===== config.mk =====
export PLATFORM = sky130hd
export DESIGN_NAME = xbar_cfg_loader
export DESIGN_NICKNAME = d
export VERILOG_FILES = /design/src/rtl/xbar_cfg_pkg.sv /design/src/rtl/xbar_cfg_field_chk.sv /design/src/rtl/xbar_cfg_loader.sv
export SDC_FILE = /design/constraint.sdc
export NUM_CORES = 1
export LEC_CHECK = 0
export ABC_AREA = 1
export BUFFER_PORTS_ARGS = -buffer_cell sky130_fd_sc_hd__buf_4
export CAP_MARGIN = 20
export CORE_MARGIN = 1.5
export CORE_UTILIZATION = 49
export DETAILED_ROUTE_END_ITERATION = 8
export MAX_ROUTING_LAYER = met4
export PLACE_DENSITY = 0.77
export RECOVER_POWER = 100
export SLEW_MARGIN = 25
export SYNTH_ARGS = -nofsm -noshare
export SYNTH_HDL_FRONTEND = slang
export SYNTH_SLANG_ARGS = --single-unit

===== constraint.sdc =====
create_clock -name clk -period 3.3 [get_ports clk]
set_clock_uncertainty 0.2 [all_clocks]
set_input_delay 0.165 -clock clk [delete_from_list [all_inputs] [get_ports clk]]
set_output_delay 0.165 -clock clk [all_outputs]
set_load 0.01 [all_outputs]

===== src/rtl/xbar_cfg_pkg.sv =====
// Shared constants and state type for the crossbar configuration loader.
package xbar_cfg_pkg;

  localparam int unsigned N_IN        = 31;
  localparam int unsigned N_OUT       = 40;
  localparam int unsigned SEL_W       = 5;
  localparam int unsigned WORD_W      = 32;
  localparam int unsigned CFG_W       = N_OUT * SEL_W;
  localparam int unsigned N_WORDS     = (CFG_W + WORD_W - 1) / WORD_W;
  localparam int unsigned FIELD_IDX_W = 6;
  localparam int unsigned WORD_CNT_W  = 3;

  typedef enum logic [1:0] {
    StIdle,
    StLoad,
    StCheck,
    StCommit
  } state_e;

endpackage


===== src/rtl/xbar_cfg_field_chk.sv =====
// Combinational select-field extractor with out-of-range flag.
module xbar_cfg_field_chk
  import xbar_cfg_pkg::*;
(
  input  logic [CFG_W-1:0]       shadow_i,
  input  logic [FIELD_IDX_W-1:0] field_idx_i,
  output logic [SEL_W-1:0]       field_o,
  output logic                   illegal_o
);

  always_comb begin
    field_o   = shadow_i[field_idx_i * SEL_W +: SEL_W];
    illegal_o = (field_o >= SEL_W'(N_IN));
  end

endmodule


===== src/rtl/xbar_cfg_loader.sv =====
// Loads a crossbar config frame into a shadow register, range-checks every
// select field one per cycle, then commits the shadow atomically.
module xbar_cfg_loader
  import xbar_cfg_pkg::*;
(
  input  logic                   clk,
  input  logic                   reset,
  input  logic                   io_cfg_start,
  input  logic                   io_cfg_valid,
  output logic                   io_cfg_ready,
  input  logic [WORD_W-1:0]      io_cfg_data,
  output logic                   io_busy,
  output logic                   io_done,
  output logic                   io_err,
  output logic [FIELD_IDX_W-1:0] io_err_field,
  output logic [CFG_W-1:0]       io_mux_configs
);

  state_e                 state_q, state_d;
  logic [WORD_CNT_W-1:0]  word_cnt_q, word_cnt_d;
  logic [FIELD_IDX_W-1:0] field_cnt_q, field_cnt_d;
  logic [CFG_W-1:0]       shadow_q, shadow_d;
  logic [CFG_W-1:0]       mux_q, mux_d;
  logic                   done_q, done_d;
  logic                   err_q, err_d;
  logic                   err_flag_q, err_flag_d;
  logic [FIELD_IDX_W-1:0] err_field_q, err_field_d;

  logic [SEL_W-1:0]       cur_field;
  logic                   cur_illegal;

  xbar_cfg_field_chk u_field_chk (
    .shadow_i    (shadow_q),
    .field_idx_i (field_cnt_q),
    .field_o     (cur_field),
    .illegal_o   (cur_illegal)
  );

  always_comb begin
    state_d      = state_q;
    word_cnt_d   = word_cnt_q;
    field_cnt_d  = field_cnt_q;
    shadow_d     = shadow_q;
    mux_d        = mux_q;
    done_d       = 1'b0;
    err_d        = err_q;
    err_flag_d   = err_flag_q;
    err_field_d  = err_field_q;
    io_cfg_ready = 1'b0;

    unique case (state_q)
      StIdle: begin
        if (io_cfg_start) begin
          word_cnt_d  = '0;
          err_d       = 1'b0;
          err_field_d = '0;
          state_d     = StLoad;
        end
      end
      StLoad: begin
        io_cfg_ready = 1'b1;
        if (io_cfg_valid) begin
          // Bits of the last word beyond CFG_W are dropped.
          for (int b = 0; b < WORD_W; b++) begin
            if (int'(word_cnt_q) * WORD_W + b < CFG_W) begin
              shadow_d[int'(word_cnt_q) * WORD_W + b] = io_cfg_data[b];
            end
          end
          word_cnt_d = word_cnt_q + 1'b1;
          if (word_cnt_q == WORD_CNT_W'(N_WORDS - 1)) begin
            field_cnt_d = '0;
            err_flag_d  = 1'b0;
            state_d     = StCheck;
          end
        end
      end
      StCheck: begin
        if (cur_illegal && !err_flag_q) begin
          err_flag_d  = 1'b1;
          err_field_d = field_cnt_q;
        end
        if (field_cnt_q == FIELD_IDX_W'(N_OUT - 1)) begin
          if (err_flag_q || cur_illegal) begin
            err_d   = 1'b1;
            done_d  = 1'b1;
            state_d = StIdle;
          end else begin
            state_d = StCommit;
          end
        end else begin
          field_cnt_d = field_cnt_q + 1'b1;
        end
      end
      StCommit: begin
        mux_d   = shadow_q;
        done_d  = 1'b1;
        state_d = StIdle;
      end
      default: state_d = StIdle;
    endcase
  end

  always_ff @(posedge clk) begin
    if (reset) begin
      state_q     <= StIdle;
      word_cnt_q  <= '0;
      field_cnt_q <= '0;
      shadow_q    <= '0;
      mux_q       <= '0;
      done_q      <= 1'b0;
      err_q       <= 1'b0;
      err_flag_q  <= 1'b0;
      err_field_q <= '0;
    end else begin
      state_q     <= state_d;
      word_cnt_q  <= word_cnt_d;
      field_cnt_q <= field_cnt_d;
      shadow_q    <= shadow_d;
      mux_q       <= mux_d;
      done_q      <= done_d;
      err_q       <= err_d;
      err_flag_q  <= err_flag_d;
      err_field_q <= err_field_d;
    end
  end

  assign io_busy        = (state_q != StIdle);
  assign io_done        = done_q;
  assign io_err         = err_q;
  assign io_err_field   = err_field_q;
  assign io_mux_configs = mux_q;

  // cur_field is exposed by the checker for debug visibility only.
  logic unused_field;
  assign unused_field = ^cur_field;

endmodule


; Word level (Yosys, flattened, before mapping)
; Index checks and enable logic that the tools add are counted.
[word_totals]
ff_bits = 420
input_bits = 36
output_inout_bits = 210
word_cells = 418
[classes]
addsub = 33
mul = 1
n_lt_le_gt_ge = 97
eq_ne = 12
shifts = 1
muxes = 218
n_reduce_logical = 47
[ops]
columns = op, count
row1 = $mux 200, 94
row2 = $bwmux 200, 32
row3 = $lt 32x8->1 const B, 31
row4 = $ge 9x1->1 const B, 31
row5 = $lt 9x9->1 const B, 31
row6 = $demux 1 s8, 31
row7 = $shiftx 200x10->5, 1
row8 = $add 8x5->9 const B, 16
row9 = $add 8x4->9 const B, 8
row10 = $mux 1, 41
row11 = $add 8x3->9 const B, 4
row12 = $logic_and 1x1->1, 33
row13 = $mux 6, 5
row14 = $pmux 6 s2, 2
row15 = $add 8x2->9 const B, 2
row16 = $reduce_and 4->1, 4
row17 = $ne 2x2->1 const B, 7
row18 = $mux 2, 5
row19 = $add 8x1->9 const B, 1
row20 = $lt 8x9->1 const B, 1
row21 = $mul 6x3->9 const B, 1
row22 = $ge 8x1->1 const B, 1
row23 = $lt 8x8->1 const B, 1
row24 = $pmux 2 s4, 1
row25 = 17 further kinds, 25

; Depth between registers and ports, before layout
[logic_depth]
ltp_word = 130
mapped_depth = 18
ltp_nobuf = 15

; Cells and area by module
; From an unflattened synthesis, not the netlist that was laid out.
[unflattened]
cells_unflattened = 2377
hier_area_um2 = 16995.0
[by_module_without_submodules]
columns = module, instances, cells_each, area_each_um2, seq_area_each_um2
row1 = xbar_cfg_loader, 1, 1897, 14794.2, 8408.1
row2 = xbar_cfg_field_chk, 1, 480, 2200.9, 0.0

; Least setup slack after synthesis
; OpenSTA, ideal clock, no wires.
[synth_path]
kind = flip-flop to flip-flop
startpoint = register field_cnt_q[0]
endpoint = register err_field_q[0], in the netlist io_err_field[0]
setup_time_ns = 0.115
t_arrival_ns = 1.721
t_required_ns = 2.985
slack_ns = 1.264
stages_incl_launch_ff = 18
path_buffers = 4
period_less_slack_ns = 2.036
path_cell_list = dfxtp_1 > buf_6 > buf_6 > buf_6 > nand2_1 > nand3_1 > nand3_1 > nand2_1 > nand2_1 > nand3_1 > nand3_1 > nand2_1 > inv_2 > nor2_2 > nand3_2 > buf_6 > a21oi_1 > nor2_1
[synth_between]
elab_chain_cells = 6
elab_cells_between_ends = 8
cone_classes = mul (1) / order compare (1) / eq/ne (1) / shift (1) / mux (2) / reduce/logical (2)
[synth_rtl]
columns = element, line
row1 = "start, declared", xbar_cfg_loader.sv:21  ; logic [FIELD_IDX_W-1:0] field_cnt_q, field_cnt_d;
row2 = "start signal, assigned", xbar_cfg_loader.sv:117  ; field_cnt_q <= field_cnt_d;
row3 = $mul 6x3->9, xbar_cfg_field_chk.sv:12  ; field_o = shadow_i[field_idx_i * SEL_W +: SEL_W];
row4 = $shiftx 200x10->5, xbar_cfg_field_chk.sv:12
row5 = $ge 5x5->1, xbar_cfg_field_chk.sv:13  ; illegal_o = (field_o >= SEL_W'(N_IN));
row6 = $logic_and 1x1->1, xbar_cfg_loader.sv:78  ; if (cur_illegal && !err_flag_q) begin
row7 = $ne 2x2->1 (no line), n/a
row8 = $reduce_and 3->1 (no line), n/a
row9 = "end signal, assigned", xbar_cfg_loader.sv:123  ; err_field_q <= err_field_d;
row10 = "end, declared", xbar_cfg_loader.sv:27  ; logic [FIELD_IDX_W-1:0] err_field_q, err_field_d;
; Parallel ways exist; a longest one is shown, timed or not. The select of a mux whose other input is x is not followed.
; A chain may end at the register's enable or synchronous reset.

; Final worst setup path
[layout_path]
startpoint = register state_q[0]
endpoint = register shadow_q[183]
[layout_between]
elab_chain_cells = 2
[layout_rtl]
columns = element, line
row1 = "start, declared", xbar_cfg_loader.sv:19  ; state_e state_q, state_d;
row2 = "start signal, assigned", xbar_cfg_loader.sv:105  ; state_q <= StIdle;
row3 = "start signal, assigned", xbar_cfg_loader.sv:115  ; state_q <= state_d;
row4 = $eq 2x1->1, xbar_cfg_loader.sv:51  ; unique case (state_q)
row5 = $reduce_and 2->1 (no line), n/a
row6 = "end signal, assigned", xbar_cfg_loader.sv:118  ; shadow_q <= shadow_d;
row7 = "end, declared", xbar_cfg_loader.sv:22  ; logic [CFG_W-1:0] shadow_q, shadow_d;
; Every way passes these cells.

==> flow_metrics.py <==
metrics = {
    "critical_path": {
        "path_cells": "inv_2, nor2_1, clkinv_1, nor2_1, inv_1, nor3_2, inv_1, buf_4, o21ai_0, a21oi_1",
        "endpoint_kind": "flop",
        "slowest_delay_ps": 410,
        "crit_slowest_cell": "dfxtp_1",
        "crit_family": "buffers and inverters",
        "cp.arrival_ps": 3040,
        "path_buf_inv": 5,
        "critPathLaunchType": "flop",
        "critPathMaxFanout": 54,
        "cp.required_ps": 3510,
        "worst-setup-path-type": "reg -> reg",
    },
    "clock_network": {
        "numClockSinks": 420,
        "cts_max_path_buffers": 3,
        "clk_latency_ps": 540,
        "cts_setup_buffers": 0,
        "cts_tree": "yes",
        "cts_root_buffer": "clkbuf_16",
        "cts_inserted_buffers": 43,
        "cts.clk_slew.worst_paths_ps": 60,
        "cts_htree_levels": 2,
    },
    "grt": {
        "antenna_found_initial": 1,
        "top_usage_layer": "met2",
        "global_route.usage.met3_pct": 4.88,
        "grt_max_degree": 159,
        "use_met2_pct": 45.7,
        "first_global_vias": 14665,
        "grt_overflow": 0,
        "met1_usage_pct": 40.3,
        "grt.total_usage_pct": 30.4,
        "grt_pass1_wl_um": 81600,
    },
    "timing": {
        "slew_viol_final": 0,
        "finalHoldViolations": 0,
        "fmax_mhz": 353,
        "setup_viol": 0,
        "finalCriticalPeriod_ps": 2830,
        "finalCritPeriodShare_pct": 85.9,
        "rsz0062_at_grt": "no",
        "fin_hold_ws_ps": 251,
        "worst_slew_pin_slew_ps": 1320,
        "finalSetupTns_ps": 0,
        "slew_headroom_pct": 12.1,
    },
    "routing": {
        "routedWlPerCell_um": 18.2,
        "wirelength_um": 54100,
        "drcViolationCount": 0,
        "ant_nets": 0,
        "vias": 16410,
        "vias_per_cell": 5.51,
        "drtPass1Iterations": 6,
        "drt_iter0_markers": 1887,
    },
    "yosys": {
        "syn_nets": 2354,
        "synthCells": 2315,
        "seq_area_frac_synth_pct": 50.6,
        "ys_ff_latch": 420,
        "netlist-cell-type-count": 26,
        "avgSynthCellArea_sq_um": 7.18,
        "syn_area_sq_um": 16600,
        "yosys_warnings": 0,
    },
    "pwr": {
        "p_per_area_nw_per_um2": 759,
        "cellLeakagePower_nw": 7.81,
        "ir_drop_uv": 485,
    },
    "cells_and_area": {
        "synthToLayoutAreaGrowth_pct": 18.2,
        "drive_gt1_share_pct": 5.85,
        "fin_nets": 2536,
    },
    "placed_design": {
        "io_buffers": 245,
        "dpl.hpwl_um": 35200,
        "place.gp.congestion": 0.984,
    },
    "floorplanning": {
        "ios": 246,
        "die-area_sq_um": 35000,
        "core_sq_um": 33400,
        "start_util_pct": 49.7,
        "row_count": 67,
        "die_x_um": 187,
        "die_y_um": 187,
    },
    "hold_path": {
        "hp-class": "reg -> reg",
    },
    "outcome": {
        "status": "finished, final reports clean",
    },
    "job": {
        "maxCapViolations": 0,
    },
}
[report_power, final]
part / internal, mW / switching (mW)
sequential: 5.71 / 0.448
combinational: 1.11 / 2.36
clock: 3.19 / 2.07
[synth_stat cells, drive strengths merged]
master / count / area share, %
clkbuf: 130 / 2.9
a21oi: 87 / 2.6
nor4: 2 / 0.11
inv: 74 / 1.7
buf: 39 / 1.6
clkinv: 1 / 0.023
nor2: 730 / 17
a211oi: 4 / 0.18
ha: 3 / 0.23
o211ai: 10 / 0.45
o21ai: 425 / 13
nor3: 5 / 0.21
dfxtp: 420 / 51
nand3: 148 / 4.6
nand2: 237 / 5.4
[what timing repair did]
| action | CTS | global route |
|---|---|---|
| hold buffers | 36 | 0 |
| gates resized for setup | 0 | 0 |
| hold endpoints to repair | 211 | 0 |
[layout make-up]
cell class | instances | area (sq um)
Antenna cell | 1 | 2.50
Clock buffer | 62 | 1320
Clock inverter | 17 | 240
Fill cell | 3244 | 13800
Inverter | 75 | 297
Multi-Input combinational cell | 1651 | 7140
Sequential cell | 420 | 8410
Tap cell | 448 | 561
Timing Repair Buffer | 306 | 1670
[sequential cells by signal, summed over array words and instances (netlist names)]
| signal | flops |
|---|---|
| err_flag_q | 1 |
| field_cnt_q | 6 |
| io_done | 1 |
| io_err | 1 |
| io_err_field | 6 |
| io_mux_configs | 200 |
| shadow_q | 200 |
| state_q | 2 |
| word_cnt_q | 3 |
[logic make-up (layout without fill, tap and decap cells)]
kind of cell	Yosys count	in the layout	share of synthesized area, %
AND/OR/NAND/NOR	1122	1122	26.9
AO/OA/AOI/OAI	526	526	16.1
flip-flops	420	420	50.6
buffers and inverters	244	460	6.26
adder cells (fa/ha/maj)	3	3	0.226
other	0	1	0
[final timing paths]
path | slack [ps] | cells past startpoint | endpoint | startpoint
min | 250 | 2 | io_err | io_err
min reg2reg | 250 | 2 | io_err | io_err
max reg2reg | 470 | 10 | shadow_q[183] | state_q[0]
max | 470 | 10 | shadow_q[183] | state_q[0]
[layout by cell type (no fill, tap or decap)]
cell type	netlist	final
nor2_1	725	729
dfxtp_1	420	419
o21ai_0	399	399
nand2_1	237	237
clkbuf_1	130	216
nand3_1	144	147
a21oi_1	87	87
inv_1	64	64
buf_4	8	47
clkbuf_16	0	45
dlygate4sd3_1	0	36
o21ai_1	26	26
clkbuf_8	0	13
o211ai_1	10	10
buf_12	0	7
inv_2	9	6
bufinv_16	0	5
a211oi_1	4	4
clkinv_2	0	4
clkbuf_2	0	4
inv_6	0	3
nor3_1	3	3
ha_1	3	3
clkinv_4	0	3
clkinv_1	1	2
inv_8	0	2
nor3_2	2	2
clkinvlp_4	0	2
diode_2	0	1
inv_4	1	1
nor2_2	4	1
nor4_1	1	1
nor4_2	1	1
nand3_2	4	1
dfxtp_4	0	1
[stage by stage]
step / utilization, % / area, sq um / setup WS, ps / std cells / power (mW)
after floorplan: - / 16600 / 1260 / 2315 / 8.58
after global placement: 55.5 / 18600 / 749 / 2864 / 9.97
after detailed placement: 55.5 / 18600 / 695 / 2864 / 10.1
after CTS: 61.3 / 20500 / 671 / 2979 / 15.3
after global routing: 58.7 / 19600 / 232 / 2980 / 15.6
final: 58.7 / 19600 / 466 / 2980 / 14.9
[per-layer routing]
metal  share of wire, %  wire [um]  vias to the layer above
li1                   -          -                     7872
met2                 44      23800                      846
met3                9.7       5260                      143
met4                4.5       2420                        0
met1                 42      22600                     7549
met5                  0          0                        -
[tightest hold or removal path, delay by kind of cell (launching register included)]
kind	cells	cell delay, ps
DFF	1	310
buffers and inverters	1	50
AOI/OAI and AO/OA	1	50
(Power assumes the default switching activity.)
